## src/rtl/fetch_stage.sv

```systemverilog
// Instruction fetch stage: owns the fetch PC, issues one instruction-memory
// read at a time over req/ack + valid, buffers returned words with their PCs
// in a small FIFO and presents the head entry to the IF/ID register.
module fetch_stage #(
    parameter int                        DATA_BIT_WIDTH = 32,
    parameter logic [DATA_BIT_WIDTH-1:0] PC_RESET       = '0,
    parameter logic [DATA_BIT_WIDTH-1:0] PC_STEP        = DATA_BIT_WIDTH'(4),
    parameter int                        BUF_DEPTH      = 2
) (
    input  logic                      clk,
    input  logic                      reset,
    input  logic                      stall,
    input  logic                      redirect,
    input  logic [DATA_BIT_WIDTH-1:0] redirectPC,
    output logic                      imemReq,
    output logic [DATA_BIT_WIDTH-1:0] imemAddr,
    input  logic                      imemAck,
    input  logic                      imemValid,
    input  logic [DATA_BIT_WIDTH-1:0] imemData,
    output logic                      fetchValid,
    output logic [DATA_BIT_WIDTH-1:0] fetchPC,
    output logic [DATA_BIT_WIDTH-1:0] fetchInstr
);
    localparam int PW = $clog2(BUF_DEPTH);
    localparam int CW = PW + 1;
    localparam logic [CW-1:0] DEPTH_C = CW'(BUF_DEPTH);

    typedef enum logic [1:0] {
        ST_IDLE,     // no request outstanding
        ST_REQ,      // imemReq high, waiting for ack
        ST_WAIT,     // acked, waiting for the response
        ST_DISCARD   // acked, response belongs to a flushed path
    } state_t;

    state_t                    r_state, w_state_next;
    logic [DATA_BIT_WIDTH-1:0] r_next_pc, w_next_pc_d;
    logic [DATA_BIT_WIDTH-1:0] r_imem_addr, w_addr_d;
    logic                      r_imem_req, w_req_d;

    logic [DATA_BIT_WIDTH-1:0] r_buf_pc    [BUF_DEPTH];
    logic [DATA_BIT_WIDTH-1:0] r_buf_instr [BUF_DEPTH];
    logic [PW-1:0]             r_wr_ptr, r_rd_ptr;
    logic [CW-1:0]             r_count;
    logic [CW-1:0]             w_count_push;
    logic                      w_push, w_pop, w_fetch_valid;

    assign w_fetch_valid = (r_count != '0);
    // A redirect flushes the FIFO, so the head is not consumed that cycle.
    assign w_pop         = w_fetch_valid & ~stall & ~redirect;
    // Occupancy after a push this cycle, used to decide whether to re-request.
    assign w_count_push  = r_count + CW'(1) - CW'(w_pop);

    // State register.
    // NOTE: sequential state uses non-blocking assignments so every register samples pre-edge values.
    always_ff @(posedge clk or negedge reset) begin
        if (!reset) r_state <= ST_IDLE;
        else        r_state <= w_state_next;
    end

    // Next-state, request and PC decode; redirect takes priority everywhere.
    // NOTE: every output of this block gets a default first, so no latch can be inferred.
    always_comb begin
        w_state_next = r_state;
        w_next_pc_d  = r_next_pc;
        w_req_d      = r_imem_req;
        w_addr_d     = r_imem_addr;
        w_push       = 1'b0;
        case (r_state)
            ST_IDLE: begin
                if (redirect) begin
                    w_state_next = ST_REQ;
                    w_req_d      = 1'b1;
                    w_addr_d     = redirectPC;
                    w_next_pc_d  = redirectPC;
                end else if (r_count < DEPTH_C) begin
                    w_state_next = ST_REQ;
                    w_req_d      = 1'b1;
                    w_addr_d     = r_next_pc;
                end
            end
            ST_REQ: begin
                if (imemAck) begin
                    w_req_d = 1'b0;
                    if (redirect) begin
                        w_state_next = ST_DISCARD;
                        w_next_pc_d  = redirectPC;
                    end else begin
                        w_state_next = ST_WAIT;
                        w_next_pc_d  = r_next_pc + PC_STEP;
                    end
                end else if (redirect) begin
                    // Unacked request may be retargeted in place.
                    w_addr_d    = redirectPC;
                    w_next_pc_d = redirectPC;
                end
            end
            ST_WAIT: begin
                if (redirect) begin
                    w_next_pc_d = redirectPC;
                    if (imemValid) begin
                        w_state_next = ST_REQ;
                        w_req_d      = 1'b1;
                        w_addr_d     = redirectPC;
                    end else begin
                        w_state_next = ST_DISCARD;
                    end
                end else if (imemValid) begin
                    w_push = 1'b1;
                    if (w_count_push < DEPTH_C) begin
                        w_state_next = ST_REQ;
                        w_req_d      = 1'b1;
                        w_addr_d     = r_next_pc;
                    end else begin
                        w_state_next = ST_IDLE;
                    end
                end
            end
            ST_DISCARD: begin
                // The stale response is dropped; the FIFO was flushed on entry,
                // so there is always room to restart immediately. A response
                // arriving together with a further redirect ends the discard too,
                // otherwise the stage would wait for a response that never comes.
                if (redirect) begin
                    w_next_pc_d = redirectPC;
                    if (imemValid) begin
                        w_state_next = ST_REQ;
                        w_req_d      = 1'b1;
                        w_addr_d     = redirectPC;
                    end
                end else if (imemValid) begin
                    w_state_next = ST_REQ;
                    w_req_d      = 1'b1;
                    w_addr_d     = r_next_pc;
                end
            end
            default: ;
        endcase
    end

    // Registered memory request and fetch PC.
    always_ff @(posedge clk or negedge reset) begin
        if (!reset) begin
            r_imem_req  <= 1'b0;
            r_imem_addr <= '0;
            r_next_pc   <= PC_RESET;
        end else begin
            r_imem_req  <= w_req_d;
            r_imem_addr <= w_addr_d;
            r_next_pc   <= w_next_pc_d;
        end
    end

    // FIFO pointers and occupancy; a redirect empties the buffer.
    always_ff @(posedge clk or negedge reset) begin
        if (!reset) begin
            r_wr_ptr <= '0;
            r_rd_ptr <= '0;
            r_count  <= '0;
        end else if (redirect) begin
            r_wr_ptr <= '0;
            r_rd_ptr <= '0;
            r_count  <= '0;
        end else begin
            if (w_push) r_wr_ptr <= r_wr_ptr + PW'(1);
            if (w_pop)  r_rd_ptr <= r_rd_ptr + PW'(1);
            r_count <= r_count + CW'(w_push) - CW'(w_pop);
        end
    end

    // FIFO storage: the issued address travels with its returned word.
    // NOTE: storage is not reset; entries are only observed through the valid count.
    always_ff @(posedge clk) begin
        if (w_push) begin
            r_buf_pc[r_wr_ptr]    <= r_imem_addr;
            r_buf_instr[r_wr_ptr] <= imemData;
        end
    end

    assign imemReq    = r_imem_req;
    assign imemAddr   = r_imem_addr;
    assign fetchValid = w_fetch_valid;
    assign fetchPC    = w_fetch_valid ? r_buf_pc[r_rd_ptr]    : '0;
    assign fetchInstr = w_fetch_valid ? r_buf_instr[r_rd_ptr] : '0;

endmodule
```

## config.mk

```make
export PLATFORM = sky130hd
export DESIGN_NAME = fetch_stage
export DESIGN_NICKNAME = d
export VERILOG_FILES = /design/src/rtl/fetch_stage.sv
export SDC_FILE = /design/constraint.sdc
export NUM_CORES = 1
export LEC_CHECK = 0
export CORE_MARGIN = 4
export CORE_UTILIZATION = 61
export DETAILED_ROUTE_END_ITERATION = 7
export DONT_BUFFER_PORTS = 1
export PLACE_DENSITY = 0.77
export SETUP_SLACK_MARGIN = 0.3
export SKIP_CTS_REPAIR_TIMING = 1
export SLEW_MARGIN = 20
export SYNTH_ARGS = -nofsm -noshare
export SYNTH_HDL_FRONTEND = slang
export SYNTH_SLANG_ARGS = --single-unit
```

## constraint.sdc

```tcl
create_clock -name clk -period 5.7 [get_ports clk]
set_clock_uncertainty 0.15 [all_clocks]
set_input_delay 1.14 -clock clk [delete_from_list [all_inputs] [get_ports clk]]
set_output_delay 1.14 -clock clk [all_outputs]
set_load 0.02 [all_outputs]
```

==> results of run 1 <==
==> worst paths after layout <==
check,start,endpoint,slack [ns],cells past startpoint
max in group asynchronous,reset,r_rd_ptr$_DFFE_PN0P_,5.04,0
min reg2reg,r_next_pc[31]$_DFF_PN0_,r_next_pc[31]$_DFF_PN0_,0.33,1
max,r_count[1]$_DFF_PN0_,fetchPC[20],2.22,3
min,reset,imemAddr[14]$_DFFE_PN0P_,0.25,0
max reg2reg,r_state[0]$_DFFE_PN0P_,r_buf_pc[1][18]$_DFFE_PP_,2.75,5
min in group clk,r_next_pc[31]$_DFF_PN0_,r_next_pc[31]$_DFF_PN0_,0.33,1
==> through the flow <==
step                      hold slack (ns)  power, uW    util
after floorplan                    0.2888       2745       -
after global placement             0.3098       2901  0.6372
after detailed placement           0.3216       2934  0.6372
after CTS                          0.2370       4149  0.6814
after global routing               0.2250       4332  0.6868
final                              0.2532       4142  0.6868
==> layout by cell type (no fill, tap or decap), drive strengths merged, types with 4 or more instances in the layout <==
| master | count |
|---|---|
| dfrtp | 71 |
| xor2 | 5 |
| edfxtp | 128 |
| nor2 | 81 |
| mux2i | 99 |
| o21ai | 16 |
| clkbuf | 18 |
| and3 | 6 |
| xnor2 | 7 |
| nand3 | 12 |
| a31oi | 4 |
| clkinvlp | 6 |
| ha | 8 |
| nor3 | 7 |
| mux2 | 64 |
| buf | 7 |
| clkinv | 4 |
| nand4 | 14 |
| nor4 | 7 |
| inv | 15 |
| nand2 | 23 |
==> worst register-to-register path: cells and delay by family (launching register included) <==
| kind | cells | cell delay [ns] |
|---|---|---|
| and+or+nand+nor | 2 | 1.10 |
| buffers and inverters | 2 | 0.64 |
| DFF | 1 | 0.43 |
| adders and majority gates | 1 | 0.24 |
==> power by group <==
| group | switching (uW) | internal [uW] | leakage, uW |
|---|---|---|---|
| logic | 386 | 375 | 0.00117 |
| clock network | 516 | 705 | 0.000280 |
| registers | 362 | 1800 | 0.00200 |
==> final cells by class <==
cell class	instances	area, um2
Clock buffer	18	439.2
Sequential cell	199	5624
Fill cell	996	4364
Inverter	14	52.55
Tap cell	180	225.2
Timing Repair Buffer	7	105.1
Multi-Input combinational cell	382	2948
Clock inverter	14	176.4
==> logic make-up after synthesis <==
group | Yosys count
AOI/OAI and AO/OA | 32
xor gates and xnor gates | 12
adders and majority gates | 8
buffers and inverters | 41
DFF | 199
muxes | 163
and+or+nand+nor | 167
==> routing by layer <==
layer,share of wire,track usage,vias to the layer above,wire length (um)
met5,0,0,-,0
met4,0.014,0.06246,0,239
met3,0.11,0.1028,20,1766
met2,0.49,0.3431,165,8179
met1,0.38,0.2379,2407,6375
li1,-,-,2287,-
==> flip-flops by register name, indices dropped and copies added, names as in the netlist <==
register     cells
r_rd_ptr         1
imemReq          1
r_wr_ptr         1
r_buf_instr     64
imemAddr        32
r_next_pc       32
r_buf_pc        64
r_count          2
r_state          2
==> flow_summary_export.csv, run 1 <==
group,metric,value,unit
floorplanning,die-area,0.01624,mm2
global_route,grt_overflow,0,
floorplanning,start_util,0.6244,
yosys,syn_nets,700,
yosys,ys.warnings.count,0,
route,drt_iter0_markers,265,
placement,post-place-cells,779,
floorplanning,die_y,127.4,um
min_path,hold_path.class,"input port to asynchronous set/reset pin",
global_route,grt_antenna_before_repair,0,
route,dr.pass1.iters,4,
final_layout,final_nets,699,
worst_setup_path,path_class,"flip-flop to output pin",
flow_run,cap_viol_max_count,0,
clocking,insertion_delay,0.43,ns
clocking,clockBufferDepth,2,
yosys,synth_top_cell_area_share,0.4418,
sta,hold_violations,0,
final_layout,drive_gt1_frac,0.1798,
sta,setup_slack,2.216,ns
route,post_drt_via_cell_ratio,5.994,
yosys,postSynthCellCount,622,
route,vias,4879,
global_route,grt_max_degree,72,
worst_setup_path,crit_chain,"nor2_4 > buf_4 > nor2_1",
sta,fin_crit_sh,0.6112,
clocking,cts_tree,"yes",
yosys,synthAdderAreaFrac,0.01150,
yosys,synth_flop_cell,"edfxtp_1",
route,antenna_left,0,
worst_setup_path,arrival,2.19,ns
yosys,ys_types,41,
floorplanning,pin_count,168,
yosys,synth_compound_area_frac,0.02401,
worst_setup_path,critPathLaunchType,"flip-flop",
power,power_density,432.7,mW/mm2
clocking,numCtsBuffers,17,
outcome,status,"finished, final reports clean",
yosys,synth_top_family_by_area,"multiplexers",
sta,relSlewSlack,0.3710,
final_layout,layoutNonFillerInstCount,814,
sta,tns,0,ns
floorplanning,dieWidth,127.4,um
yosys,synth_edf_count,128,
placement,port_buffers,0,
worst_setup_path,slowest_delay,0.59,ns
sta,tightest_slew,0.9349,ns
placement,place_area,0.008880,mm2
route,wire_per_inst,20.34,um
sta,setup_viol,0,
power,vdd_drop_max,0.0002884,V
placement,pre_cts_slack,2.206,ns
yosys,synth_xor_area_frac,0.01208,
yosys,async_flop_share,0.3568,
route,drcViolationCount,0,
placement,dp_hpwl,11270,um
worst_setup_path,crit_family,"simple AND/OR/NAND/NOR gates",
yosys,post-synth-top-count-cell,"edfxtp_1",
clocking,root_buffer,"clkbuf_16",
global_route,grtUsageTotal,0.2072,
yosys,synth-seq-cells,199,
global_route,grt_pass1_vias,5067,
clocking,cts_sinks,199,
final_layout,area_delta_synth_final,9.994,%
worst_setup_path,cp_num_buf_inv,1,
worst_setup_path,crit_path_top_delay_cell,"nor2_4",
floorplanning,core.rowCount,43,
sta,timing.fmax,287.0,MHz
worst_setup_path,cp-end-kind,"output pin",
sta,rsz0062_at_grt,"false",
yosys,yosysSeqAreaShare,0.6460,
global_route,grt_first_pass_wirelength,26040,um
placement,place_congestion,0.8127,
route,wirelength,16560,um
clocking,cts_max_level,4,
clocking,clk_pin_slew,0.07,ns
final_layout,diodes,0,
final_layout,postLayoutCellArea,0.009570,mm2
yosys,yosys.area_share.simple,0.09103,
yosys,synth_area_leaders,"edfxtp_1 44%, dfrtp_1 20%, mux2i_1 11%",
sta,maxSlewViolCount,0,
yosys,synth.avg_cell_area,13.99,um2
yosys,synthMuxAreaShare,0.1967,
yosys,syn_area,0.008701,mm2
worst_setup_path,crit_fanout,38,
power,p_leak,0.003450,uW
yosys,synth.top_cells.by_count,"128 x edfxtp_1, 99 x mux2i_1, 81 x nor2_1",
yosys,yosysTopAreaCell,"edfxtp_1",
worst_setup_path,crit_required,4.41,ns
sta,min_period,3.484,ns
floorplanning,core-area,0.01393,mm2
No activity file was read; power rests on OpenSTA's default activity.
==> run 2, diff against run 1 <==
==> constraint.sdc (replaced) <==
create_clock -name clk -period 3.5 [get_ports clk]
set_clock_uncertainty 0.15 [all_clocks]
set_input_delay 0.7 -clock clk [delete_from_list [all_inputs] [get_ports clk]]
set_output_delay 0.7 -clock clk [all_outputs]
set_load 0.02 [all_outputs]
==> run 2 against run 1 <==
Critical path depth is the same; final cell count increased by 0.37%; critical path type unchanged; clock power grew 52%; wire length increased by 2.4%; non-clock buffer count is 3 higher; largest power group unchanged; die area stayed put; utilization rose by 0.090 points; worst setup slack got worse by 1.8 ns.
==> flow_summary_export.csv, run 2 (same netlist as run 1, synthesis figures left out) <==
group,metric,value,unit
clocking,cts_sinks,199,
worst_setup_path,crit_required,2.65,ns
worst_setup_path,r2r-start,"r_state[0]$_DFFE_PN0P_",
worst_setup_path,cp-end-kind,"output pin",
clocking,clk_pin_slew,0.07,ns
final_layout,drive_gt1_frac,0.1790,
sta,hold_violations,0,
route,drcViolationCount,0,
placement,dp_hpwl,11620,um
sta,rsz0062_at_grt,"false",
global_route,grtUsageTotal,0.2153,
clocking,cts_max_level,4,
clocking,numCtsBuffers,17,
sta,relSlewSlack,0.3780,
worst_setup_path,arrival,2.20,ns
final_layout,reg.largest.list,"r_buf_instr x64, r_buf_pc x64",
route,dr.pass1.iters,4,
clocking,cts_tree,"yes",
route,post_drt_via_cell_ratio,6.033,
power,power_density,694.1,mW/mm2
placement,port_buffers,0,
min_path,hp-start,"redirect",
worst_setup_path,setup.worst_path.start,"r_rd_ptr$_DFFE_PN0P_",
route,drt_iter0_markers,254,
final_layout,area_delta_synth_final,10.14,%
sta,tightest_slew,0.9245,ns
placement,pre_cts_slack,0.8674,ns
final_layout,diodes,0,
power,vdd_drop_max,0.0004118,V
route,antenna_left,0,
floorplanning,die_y,127.4,um
power,design_power_total,6651,uW
final_layout,multiInputGateArea,0.002952,mm2
worst_setup_path,critPathLaunchType,"flip-flop",
route,wire_per_inst,20.75,um
power,p_leak,0.003467,uW
global_route,grt_first_pass_wirelength,26940,um
placement,place_congestion,0.8180,
floorplanning,core-area,0.01393,mm2
outcome,status,"finished, final reports clean",
sta,setup_viol,0,
worst_setup_path,r2r_slack,0.86,ns
route,wirelength,16950,um
floorplanning,pin_count,168,
sta,min_period,3.050,ns
floorplanning,dieWidth,127.4,um
sta,timing.fmax,327.9,MHz
clocking,clockBufferDepth,2,
worst_setup_path,path_class,"flip-flop to output pin",
sta,maxSlewViolCount,0,
global_route,grt_max_degree,72,
final_layout,final_core_utilization,0.6877,
final_layout,final_cell_mix,"128 x edfxtp_1, 99 x mux2i_1, 78 x nor2_1",
clocking,insertion_delay,0.43,ns
sta,fin_crit_sh,0.8713,
sta,tns,0,ns
final_layout,regArea,0.005624,mm2
floorplanning,start_util,0.6244,
global_route,grt_antenna_before_repair,0,
final_layout,fillers,968,
clocking,root_buffer,"clkbuf_16",
global_route,grt_pass1_vias,5134,
min_path,hold_path.class,"input port to flip-flop",
floorplanning,die-area,0.01624,mm2
final_layout,final_nets,702,
flow_run,cap_viol_max_count,0,
sta,setup_slack,0.4504,ns
global_route,grt_overflow,0,
worst_setup_path,crit_fanout,46,
floorplanning,core.rowCount,43,
route,vias,4929,
final_layout,final_common_cell,"edfxtp_1",
[run 2: cell types whose count changed in the layout (fill, tap and decap cells not counted), moves of 2 or more]
| cell | previous run | this run |
|---|---|---|
| clkinv_2 | 0 | 5 |
| buf_12 | 1 | 4 |
| clkinv_4 | 3 | 1 |
| clkinvlp_4 | 6 | 3 |
[run 2: area by class of cell]
cell class              instances  share of cell area
clock buffers                  18             0.04478
well taps                     180             0.02350
clock inverters                14             0.01384
multi-input cells             382              0.3080
repair buffers                 10             0.01750
flip-flops and latches        199              0.5869
inverters                      14            0.005484
[run 2: layer usage]
metal  track usage  vias to the layer above  wire (um)
met5             0                        -          0
met4       0.08896                        0        333
met3       0.08905                       25       1538
met2        0.3385                      150       8316
met1        0.2653                     2464       6763
li1              -                     2290          -
[run 2: final timing paths]
kind	end	depth (start not counted)
max in group asynchronous	r_rd_ptr$_DFFE_PN0P_	2
worst max-delay path	fetchInstr[9]	3
min in group asynchronous	imemAddr[20]$_DFFE_PN0P_	2
worst min-delay path	r_count[1]$_DFF_PN0_	1
worst max register to register	imemAddr[18]$_DFFE_PN0P_	7
worst min register to register	r_next_pc[31]$_DFF_PN0_	1
[run 2: where the power goes]
part           total, uW  switching [uW]  internal, uW
Sequential          3530             598          2930
Combinational       1270             655           620
Clock               1850             809          1040
Total               6650            2060          4590
[run 2: metrics by stage]
step	cell area, um2	hold WS (ns)	instances
global route	9583	0.1694	817
CTS	9545	-0.2102	815
detailed placement	8984	0.2561	783
floorplan	8708	0.2544	622
finish	9583	0.2033	817
global placement	8956	0.2570	782
[run 2: worst max-delay path, stage by stage, from the launching register on]
cell     delay (ns)
dfrtp_4        0.96
buf_4          0.38
mux2i_1        0.11
nor2_1         0.32
==> run 3, diff against run 2 <==
--- a/config.mk
+++ b/config.mk
@@ -9,7 +9,7 @@
 export CORE_UTILIZATION = 61
 export DETAILED_ROUTE_END_ITERATION = 7
 export DONT_BUFFER_PORTS = 1
-export PLACE_DENSITY = 0.77
+export PLACE_DENSITY = 0.84
 export SETUP_SLACK_MARGIN = 0.3
 export SKIP_CTS_REPAIR_TIMING = 1
 export SLEW_MARGIN = 20
==> run 3 against run 2 <==
Non-clock buffer count decreased by 1; worst setup slack improved by 0.037 ns; global-route usage decreased by 0.53 points; sequential power about the same; sequential share of layout area up 0.45 points; clock power decreased by 4%; sequential cell count unchanged; register-to-register slack worse by 0.02 ns; largest power group unchanged; highest routed layer unchanged.
==> flow_summary_export.csv, run 3 (same netlist as run 1, synthesis figures left out) <==
group,metric,value,unit
placement,place_congestion,0.8328,
sta,hold_violations,0,
floorplanning,core-area,0.01393,mm2
power,power_density,690.2,mW/mm2
final_layout,area_delta_synth_final,9.304,%
power,switchingPower,2047,uW
global_route,grt_antenna_before_repair,0,
route,dr.pass1.iters,5,
route,post_drt_via_cell_ratio,5.969,
global_route,grt_pass1_vias,4895,
power,intPower,4517,uW
worst_setup_path,path_class,"flip-flop to output pin",
global_route,use_met1,0.2569,
worst_setup_path,crit_chain,"buf_4 > mux2i_1 > nor2_1",
route,vias,4865,
worst_setup_path,cp_num_buf_inv,1,
final_layout,diodes,0,
clocking,numCtsBuffers,17,
clocking,clockBufferDepth,2,
final_layout,reg.largest.list,"r_buf_instr x64, r_buf_pc x64",
placement,port_buffers,0,
power,vdd_drop_max,0.0003905,V
power,sw_frac_of_total,0.3118,
global_route,top_usage_layer,"met2",
clocking,root_buffer,"clkbuf_16",
floorplanning,pin_count,168,
clocking,clk_pin_slew,0.07,ns
final_layout,final_core_utilization,0.6825,
floorplanning,die_y,127.4,um
worst_setup_path,arrival,2.16,ns
clocking,cts_sinks,199,
global_route,grt_overflow,0,
power,clockPowerShare,0.270,
outcome,status,"finished, final reports clean",
floorplanning,die-area,0.01624,mm2
route,wirelength,16750,um
placement,place_area,0.008919,mm2
sta,rsz0062_at_grt,"false",
sta,relSlewSlack,0.3241,
sta,tns,0,ns
clocking,insertion_delay,0.42,ns
sta,min_period,3.013,ns
worst_setup_path,crit_path_top_delay_cell,"dfrtp_4",
route,antenna_left,0,
route,wire_per_inst,20.55,um
final_layout,final_nets,701,
placement,dp_hpwl,11270,um
worst_setup_path,setup.worst_path.start,"r_rd_ptr$_DFFE_PN0P_",
route,drcViolationCount,0,
worst_setup_path,crit_required,2.65,ns
worst_setup_path,crit_fanout,38,
power,p_leak,0.003433,uW
worst_setup_path,cp-end-kind,"output pin",
sta,maxSlewViolCount,0,
final_layout,final_cell_mix,"128 x edfxtp_1, 99 x mux2i_1, 78 x nor2_1",
global_route,grt_max_degree,72,
worst_setup_path,slowest_delay,0.88,ns
worst_setup_path,crit_family,"flip-flops",
final_layout,postLayoutCellArea,0.009510,mm2
clocking,cts_tree,"yes",
route,drt_iter0_markers,350,
global_route,grtUsageTotal,0.2100,
flow_run,cap_viol_max_count,0,
sta,setup_viol,0,
sta,tightest_slew,1.005,ns
final_layout,drive_gt1_frac,0.1780,
worst_setup_path,r2r-start,"r_state[0]$_DFFE_PN0P_",
clocking,cts_max_level,4,
worst_setup_path,critPathLaunchType,"flip-flop",
floorplanning,start_util,0.6244,
power,seqPwrFrac,0.537,
global_route,grt_first_pass_wirelength,25960,um
floorplanning,dieWidth,127.4,um
final_layout,final_common_cell,"edfxtp_1",
power,combPwrFrac,0.193,
global_route,use_met3,0.07525,
power,design_power_total,6564,uW
floorplanning,core.rowCount,43,
global_route,use_met2,0.3413,
sta,timing.fmax,331.9,MHz
min_path,hold_path.class,"input port to asynchronous set/reset pin",
sta,fin_crit_sh,0.8609,
==> run 3: worst paths after layout <==
check	endpoint	slack, ns	cells after the start
setup reg to reg	imemAddr[20]$_DFFE_PN0P_	0.84	7
max in group asynchronous	r_rd_ptr$_DFFE_PN0P_	2.86	1
setup / recovery	fetchInstr[6]	0.49	3
min in group clk	r_rd_ptr$_DFFE_PN0P_	0.22	1
hold / removal	imemAddr[21]$_DFFE_PN0P_	0.01	1
hold reg to reg	r_next_pc[31]$_DFF_PN0_	0.33	1
==> run 3: power by group through the flow <==
| stage | clock [uW] | combinational (uW) | sequential, uW |
|---|---|---|---|
| floorplan | 0 | 1040 | 3430 |
| global route | 1910 | 1390 | 3570 |
| CTS | 1810 | 1230 | 3540 |
| detailed placement | 0 | 1220 | 3590 |
| global placement | 0 | 1170 | 3560 |
| finish | 1770 | 1270 | 3520 |
==> run 3: area by class of cell <==
class / count / area [um2]
Sequential cell: 199 / 5624
Timing Repair Buffer: 9 / 120.1
Clock buffer: 18 / 429.2
Clock inverter: 13 / 107.6
Inverter: 14 / 52.55
Multi-Input combinational cell: 382 / 2952
Tap cell: 180 / 225.2
Fill cell: 984 / 4424
==> run 3: metal layers <==
layer | up-vias | share of wire
li1 | 2281 | -
met5 | - | 0
met4 | 0 | 0.018
met2 | 148 | 0.50
met3 | 19 | 0.086
met1 | 2417 | 0.40
==> run 3: worst reg2reg max path: stages, from the launching register on <==
cell and delay [ns]:
dfrtp_1 0.44, inv_1 0.10, ha_1 0.25, nor2b_1 0.39
a21bo_2 0.29, o2111ai_4 0.32, buf_16 0.24, mux2_2 0.36
==> run 3: stage by stage <==
step | setup slack [ns] | std cells | hold slack [ns]
floorplan | 0.3386 | 622 | 0.2544
global placement | 0.9369 | 782 | 0.2566
detailed placement | 0.8362 | 782 | 0.2565
CTS | 0.4360 | 813 | -0.2035
global route | 0.3780 | 815 | 0.01604
finish | 0.4870 | 815 | 0.01319
